**src/rtl/rsa_pkg.sv**
```systemverilog
// rsa_pkg -- shared definitions for the modular exponentiation engine.
//   KEY_W_DEF / EXP_W_DEF : default operand and exponent widths
//   MM_CYCLES             : cycles per modular multiply at the default key width
//   state_t               : engine FSM state encoding
package rsa_pkg;

   localparam int KEY_W_DEF = 128;
   localparam int EXP_W_DEF = 32;
   localparam int MM_CYCLES = KEY_W_DEF + 1;

   typedef enum logic [2:0] {
      IDLE,
      LOAD,
      SQR,
      MUL,
      NEXT,
      FIN
   } state_t;

endpackage

```
**src/rtl/modmul_serial.sv**
```systemverilog
// modmul_serial -- bit-serial interleaved (Blakley) modular multiplier.
// Computes result = a*b mod n, with a, b < n assumed.
// Ports:
//   clk, reset   clock, asynchronous active-high reset
//   start        load a, b, n and begin (one cycle)
//   a, b, n      operands, sampled on the edge that sees start
//   done         high in the final iteration cycle; result valid alongside
//   result       product, combinational from the final iteration
// Latency: the start cycle plus KEY_W iteration cycles; done is high in the
// last of these, so the caller can capture result and issue the next start
// on the same edge.
module modmul_serial
   import rsa_pkg::*;
#(
   parameter int KEY_W = KEY_W_DEF
) (
   input  logic             clk,
   input  logic             reset,
   input  logic             start,
   input  logic [KEY_W-1:0] a,
   input  logic [KEY_W-1:0] b,
   input  logic [KEY_W-1:0] n,
   output logic             done,
   output logic [KEY_W-1:0] result
);

   localparam int CW = $clog2(KEY_W + 1);

   logic [KEY_W-1:0] a_r, b_r, n_r;
   logic [KEY_W+1:0] p, t, t1, t2;
   logic [CW-1:0]    cnt;

   // 2P + b < 3n, so two conditional subtracts bring it back below n.
   always_comb begin
      t  = (p << 1) + (a_r[KEY_W-1] ? {2'b00, b_r} : '0);
      t1 = (t  >= {2'b00, n_r}) ? t  - {2'b00, n_r} : t;
      t2 = (t1 >= {2'b00, n_r}) ? t1 - {2'b00, n_r} : t1;
   end

   assign done   = (cnt == CW'(1));
   assign result = t2[KEY_W-1:0];

   always_ff @(posedge clk or posedge reset) begin
      if (reset) begin
         a_r <= '0;
         b_r <= '0;
         n_r <= '0;
         p   <= '0;
         cnt <= '0;
      end else if (start) begin
         a_r <= a;
         b_r <= b;
         n_r <= n;
         p   <= '0;
         cnt <= CW'(KEY_W);
      end else if (cnt != '0) begin
         p   <= t2;
         a_r <= {a_r[KEY_W-2:0], 1'b0};
         cnt <= cnt - 1'b1;
      end
   end

endmodule

```
**src/rtl/modexp_engine.sv**
```systemverilog
// modexp_engine -- left-to-right binary modular exponentiation, result = msg^e mod n.
// Ports:
//   clk, reset   clock, asynchronous active-high reset
//   start        request pulse, sampled only in IDLE
//   n, e, msg    modulus, exponent, base; latched on the accepting edge
//   busy         high from acceptance until done
//   done         one-cycle completion pulse
//   err          operand error (n<2 or msg>=n), valid with done
//   result       msg^e mod n (0 on error), held until the next run finishes
// Build option: MODEXP_LZ_SKIP_EN skips the squarings for exponent bits above
// the highest set bit (e=0 finishes straight from LOAD).
//
// state | meaning
// IDLE  | waiting for start
// LOAD  | operand check, pick first exponent bit; first square already issued
// SQR   | acc = acc*acc mod n in progress
// MUL   | acc = acc*msg mod n in progress
// NEXT  | step to the next exponent bit; its square is issued here
// FIN   | publish result/err, pulse done
module modexp_engine
   import rsa_pkg::*;
#(
   parameter int KEY_W = KEY_W_DEF,
   parameter int EXP_W = EXP_W_DEF
) (
   input  logic             clk,
   input  logic             reset,
   input  logic             start,
   input  logic [KEY_W-1:0] n,
   input  logic [EXP_W-1:0] e,
   input  logic [KEY_W-1:0] msg,
   output logic             busy,
   output logic             done,
   output logic             err,
   output logic [KEY_W-1:0] result
);

   localparam int IW = (EXP_W > 1) ? $clog2(EXP_W) : 1;

   state_t           state;
   logic [KEY_W-1:0] n_r, m_r, acc;
   logic [EXP_W-1:0] e_r;
   logic [IW-1:0]    idx;
   logic             err_pend;
   logic             mm_start, mm_done;
   logic [KEY_W-1:0] mm_b, mm_result;

   // The multiply for each state is launched one cycle ahead (in LOAD/NEXT
   // for squares, on the SQR->MUL edge for multiplies) so NEXT costs nothing.
   assign mm_b = (state == MUL) ? m_r : acc;

   modmul_serial #(.KEY_W(KEY_W)) u_mm (
      .clk    (clk),
      .reset  (reset),
      .start  (mm_start),
      .a      (acc),
      .b      (mm_b),
      .n      (n_r),
      .done   (mm_done),
      .result (mm_result)
   );

`ifdef MODEXP_LZ_SKIP_EN
   logic [IW-1:0] top_bit;
   always_comb begin
      top_bit = '0;
      for (int k = 0; k < EXP_W; k++)
         if (e_r[k]) top_bit = IW'(k);
   end
`endif

   always_ff @(posedge clk or posedge reset) begin
      if (reset) begin
         state    <= IDLE;
         n_r      <= '0;
         m_r      <= '0;
         e_r      <= '0;
         acc      <= '0;
         idx      <= '0;
         err_pend <= 1'b0;
         mm_start <= 1'b0;
         busy     <= 1'b0;
         done     <= 1'b0;
         err      <= 1'b0;
         result   <= '0;
      end else begin
         done     <= 1'b0;
         mm_start <= 1'b0;
         case (state)
            IDLE: begin
               if (start) begin
                  n_r      <= n;
                  m_r      <= msg;
                  e_r      <= e;
                  acc      <= KEY_W'(1);
                  err_pend <= 1'b0;
                  busy     <= 1'b1;
                  mm_start <= 1'b1;
                  state    <= LOAD;
               end
            end
            LOAD: begin
               if (n_r < KEY_W'(2) || m_r >= n_r) begin
                  err_pend <= 1'b1;
                  state    <= FIN;
               end
`ifdef MODEXP_LZ_SKIP_EN
               else if (e_r == '0) begin
                  state <= FIN;
               end else begin
                  idx   <= top_bit;
                  state <= SQR;
               end
`else
               else begin
                  idx   <= IW'(EXP_W - 1);
                  state <= SQR;
               end
`endif
            end
            SQR: begin
               if (mm_done) begin
                  acc <= mm_result;
                  if (e_r[idx]) begin
                     mm_start <= 1'b1;
                     state    <= MUL;
                  end else begin
                     mm_start <= (idx != '0);
                     state    <= NEXT;
                  end
               end
            end
            MUL: begin
               if (mm_done) begin
                  acc      <= mm_result;
                  mm_start <= (idx != '0);
                  state    <= NEXT;
               end
            end
            NEXT: begin
               if (idx != '0) begin
                  idx   <= idx - 1'b1;
                  state <= SQR;
               end else begin
                  state <= FIN;
               end
            end
            FIN: begin
               result <= err_pend ? '0 : acc;
               err    <= err_pend;
               done   <= 1'b1;
               busy   <= 1'b0;
               state  <= IDLE;
            end
            default: state <= IDLE;
         endcase
      end
   end

endmodule

```
**config.mk**
```make
export PLATFORM = sky130hd
export DESIGN_NAME = modexp_engine
export DESIGN_NICKNAME = d
export VERILOG_FILES = /design/src/rtl/rsa_pkg.sv /design/src/rtl/modmul_serial.sv /design/src/rtl/modexp_engine.sv
export SDC_FILE = /design/constraint.sdc
export NUM_CORES = 2
export LEC_CHECK = 0
export BUFFER_PORTS_ARGS = -buffer_cell sky130_fd_sc_hd__buf_4
export CORE_ASPECT_RATIO = 0.8
export CORE_UTILIZATION = 56
export CTS_CLUSTER_SIZE = 10
export DETAILED_ROUTE_END_ITERATION = 8
export PLACE_DENSITY = 0.74
export SKIP_CTS_REPAIR_TIMING = 1
export SYNTH_ARGS = -nofsm -noshare
export SYNTH_HDL_FRONTEND = slang
export SYNTH_SLANG_ARGS = --single-unit
```
**constraint.sdc**
```tcl
create_clock -name clk -period 46.1 [get_ports clk]
set_clock_uncertainty 0.2 [all_clocks]
set_input_delay 9.22 -clock clk [delete_from_list [all_inputs] [get_ports clk]]
set_output_delay 9.22 -clock clk [all_outputs]
set_load 0.005 [all_outputs]
```
==> results.txt <==
----------------------------------------------------
[Hold path]
  Startpoint of the most critical hold path ... result[41]$_DFFE_PP0P_
  Worst hold-check path type ... reg2reg

[Cells and area]
  Final core occ ... 62.35%
  Area growth syn-to-layout ... 10.11%
  Layout cell share with drive strength beyond 1 ... 8.086%
  NumNets Final ... 10.37k
  Finished layout cell area ... 83690 sq um
  Count of fill cells added during filler insertion ... 11.29k

[Global routing]
  Number of global-route vias before repair ... 70.55k
  Met1 GRT Util ... 64.76%
  Fraction of met2 tracks used by global routing ... 59.07%
  Initial antenna violation count ... 22
  GRT Resource Usage Total ... 42.85%
  Met3 Use GR ... 11.54%
  Global route overflow ... 0
  Layer carrying the most global-route usage ... met1
  Wire length of the first global-routing pass ... 448200 um
  Largest net degree at the start of global routing ... 166

[Place]
  Final weighted congestion in routability-driven placement ... 1.090
  IO buf count ... 421
  HPWL reported at the end of detailed placement ... 233200 um
  Instance area at placement ... 79890 sq um

[Synthesis]
  Post-Synthesis Net Count ... 10.32k
  Async set-or-reset flop fraction in the synthesized netlist ... 100.0%
  Synthesized area ... 76010 sq um
  Portion of the post-synthesis area used by sequential elements ... 35.49%
  Synth Instances ... 9506
  Post-synth EDFFs ... 0
  Synth Warn # ... 0
  Avg Synthesized Cell Area ... 7.996 sq um
  Library cells used by synthesis ... 88
  Main flop type after synthesis ... sky130_fd_sc_hd__dfrtp_1
  Number of synthesized register bits ... 1078

[Floorplanning]
  Initial Util ... 56.63%
  Total number of placement rows ... 120
  Die Wd ... 413.9 um
  I/O pin count ... 422
  Placeable Area ... 134200 sq um
  Die ar. ... 137200 sq um
  Y dimension of the die ... 331.5 um

[Timing]
  RSZ-0062 raised after global routing ... false
  Number of setup violations in the final report ... 0
  Minimum period implied by the final worst setup slack ... 18.91 ns
  Worst slew margin relative to its limit ... -3.279%
  Final hold viol count ... 0
  Highest Clock Rate ... 52.89 MHz
  Worst hold margin ... 0.2808 ns
  Final cycle utilization of the critical path ... 41.01%
  Final Max Tran Viols ... 6
  Transition at the pin with the smallest max-transition slack ... 1.542 ns
  Post-route setup TNS ... 0 ns

[Drt]
  Total Routed Length ... 300900 um
  Detailed-route DRC error count ... 0
  Via-to-Cell Ratio ... 6.634
  WL per Instance ... 26.45 um
  Number of routed nets with antenna violations ... 0
  Number of violations reported at the end of detailed-routing iteration 0 ... 11.25k
  Vias ... 75.47k
  Initial DRT Pass Iterations ... 7

[Pwr]
  Cell leakage power ... 39.00 nW
  Peak VDD IR ... 0.03939 mV
  Power density over the cells ... 23.33 nW/um^2
  Final Total Pwr ... 1.953 mW

[Critical path]
  Worst endpoint required time ... 46.56 ns
  Max FO, Critical Path ... 119
  Crit end category ... flop
  Worst reg2reg endpoint ... acc[62]$_DFFE_PP0P_
  Startpoint of the lowest-slack register-to-register path ... u_mm.a_r[127]$_DFFE_PP0P_
  Source of the critical timing path ... u_mm.a_r[127]$_DFFE_PP0P_
  Crit path DAT ... 19.36 ns
  Critical Path Start Type ... flop
  Critical path type ... reg2reg
  Worst reg-to-reg path cell count ... 46
  Max stage delay cell, worst path ... sky130_fd_sc_hd__o21ai_0
  Most repeated library cell on the critical path ... sky130_fd_sc_hd__buf_4
  Critical Path End ... acc[62]$_DFFE_PP0P_
  Reg2Reg Setup Slack ... 27.19 ns
  Peak per-stage delay on the critical path ... 0.93 ns

[CTS]
  # clock sinks ... 1078
  # H-tree levels ... 4
  Insertion delay of the later-clocked pin in the worst-skew pair ... 0.82 ns
  Clock root buffer ... sky130_fd_sc_hd__clkbuf_16
  TritonCTS clock tree ... done
  Clock slew at the register clock pins of the worst setup and hold paths ... 0.06 ns
  Clock tree buffer depth ... 3
  Total CTS buffers ... 130

[Job]
  Total of max-cap violations ... 2

[Outcome]
  Outcome ... finished, violations left
  Failing checks ... max-capacitance violations, max-slew violations

----------------------------------------------------
-- how the worst min path moves through the flow --
stage,endpoint,slack [ns],cells past startpoint
finish,result[41]$_DFFE_PP0P_,0.28,2
floorplan,e_r[10]$_DFFE_PP0P_,0.24,2
global route,e_r[2]$_DFFE_PP0P_,0.29,2
detailed placement,e_r[5]$_DFFE_PP0P_,0.27,2
CTS,e_r[26]$_DFFE_PP0P_,0.28,2
global placement,e_r[16]$_DFFE_PP0P_,0.25,2
-- state kept, by name, summed over array words and instances (netlist names) --
register / flops
u_mm.p: 129
u_mm.n_r: 128
n_r: 128
result: 128
acc: 128
e_r: 32
u_mm.cnt: 8
idx: 5
u_mm.a_r: 128
mm_start: 1
busy: 1
err_pend: 1
err: 1
u_mm.b_r: 128
done: 1
m_r: 128
state: 3
-- final cells by class --
cell class / count / area [sq um] / area share [%]
Multi-Input combinational cell: 7447 / 45350 / 54.19
Antenna cell: 10 / 25.02 / 0.02990
Sequential cell: 1078 / 26980 / 32.24
Tap cell: 1769 / 2213 / 2.645
Clock buffer: 145 / 3349 / 4.002
Timing Repair Buffer: 506 / 3849 / 4.599
Inverter: 397 / 1499 / 1.791
Clock inverter: 24 / 421.7 / 0.5038
-- stage by stage --
step	setup WS, ns	std cells
4_1_cts	28.30	11370
6_report	27.19	11380
3_5_place_dp	28.36	11200
2_1_floorplan	6.332	9506
3_3_place_gp	28.76	11200
5_1_grt	27.06	11370
-- layout by cell type, fill, tap and decap left out, types with 22 or more instances in the layout --
master,n
sky130_fd_sc_hd__a21boi_0,30
sky130_fd_sc_hd__ha_1,515
sky130_fd_sc_hd__and3_1,128
sky130_fd_sc_hd__clkbuf_16,130
sky130_fd_sc_hd__mux2i_1,274
sky130_fd_sc_hd__nand4_1,204
sky130_fd_sc_hd__a211oi_1,47
sky130_fd_sc_hd__and2_1,154
sky130_fd_sc_hd__nor2b_1,52
sky130_fd_sc_hd__nor4_1,62
sky130_fd_sc_hd__or3_1,31
sky130_fd_sc_hd__nor3_1,132
sky130_fd_sc_hd__nor2_1,490
sky130_fd_sc_hd__o211ai_1,54
sky130_fd_sc_hd__dfrtp_1,1075
sky130_fd_sc_hd__buf_4,502
sky130_fd_sc_hd__a21o_1,202
sky130_fd_sc_hd__mux2_2,28
sky130_fd_sc_hd__nand2_1,1665
sky130_fd_sc_hd__inv_1,394
sky130_fd_sc_hd__or2_2,22
sky130_fd_sc_hd__xnor2_1,228
sky130_fd_sc_hd__nand3_1,565
sky130_fd_sc_hd__nand2b_1,172
sky130_fd_sc_hd__o31ai_1,36
sky130_fd_sc_hd__xor2_1,146
sky130_fd_sc_hd__a31oi_1,39
sky130_fd_sc_hd__a21oi_1,724
sky130_fd_sc_hd__a311o_1,60
sky130_fd_sc_hd__o21a_1,55
sky130_fd_sc_hd__o21bai_1,83
sky130_fd_sc_hd__o21ai_0,969
-- report_power, final --
part / leakage (nW) / switching (mW) / internal, mW
registers: 11.8 / 0 / 0.947
clock network: 1.84 / 0.422 / 0.545
logic: 25.4 / 0.0226 / 0.0165
total: 39.0 / 0.444 / 1.51
-- per-layer routing --
layer | share of wire, % | vias up
met5 | 0.043 | -
met4 | 3.3 | 20
met3 | 13 | 579
met1 | 44 | 36640
li1 | - | 33500
met2 | 41 | 4734
-- cell usage after synthesis (203+ instances only) --
cell type / instances / area [sq um]
sky130_fd_sc_hd__nand2_1: 1668 / 6261
sky130_fd_sc_hd__dfrtp_1: 1078 / 26980
sky130_fd_sc_hd__o21ai_0: 970 / 4855
sky130_fd_sc_hd__a21oi_1: 724 / 3623
sky130_fd_sc_hd__nand3_1: 565 / 2828
sky130_fd_sc_hd__ha_1: 515 / 6444
sky130_fd_sc_hd__nor2_1: 491 / 1843
sky130_fd_sc_hd__clkbuf_1: 485 / 1821
sky130_fd_sc_hd__inv_1: 395 / 1483
sky130_fd_sc_hd__mux2i_1: 274 / 2743
sky130_fd_sc_hd__xnor2_1: 228 / 1997
sky130_fd_sc_hd__nand4_1: 204 / 1276
sky130_fd_sc_hd__a21o_1: 203 / 1524
-- critical path, delay by kind of cell, from the launching register on --
family	cells	cell delay, ns
flip-flops	1	0.88
buffers and inverters	8	3.48
multiplexers	1	0.33
adder cells (fa/ha/maj)	4	1.43
XOR/XNOR	1	0.14
AND/OR/NAND/NOR	18	5.85
AO/OA/AOI/OAI	14	5.73
-- cells by family (layout without fill, tap and decap cells) --
logic type	after synthesis	in the layout	share of synthesized area [%]
AOI/OAI and AO/OA	2507	2507	19.64
xor gates and xnor gates	374	374	4.310
adders and majority gates	518	518	8.557
buffers and inverters	981	1072	5.017
DFF	1078	1078	35.49
muxes	313	313	4.334
other	0	10	0
and+or+nand+nor	3735	3735	22.66
Note: power is estimated with default switching activity, not from simulation.
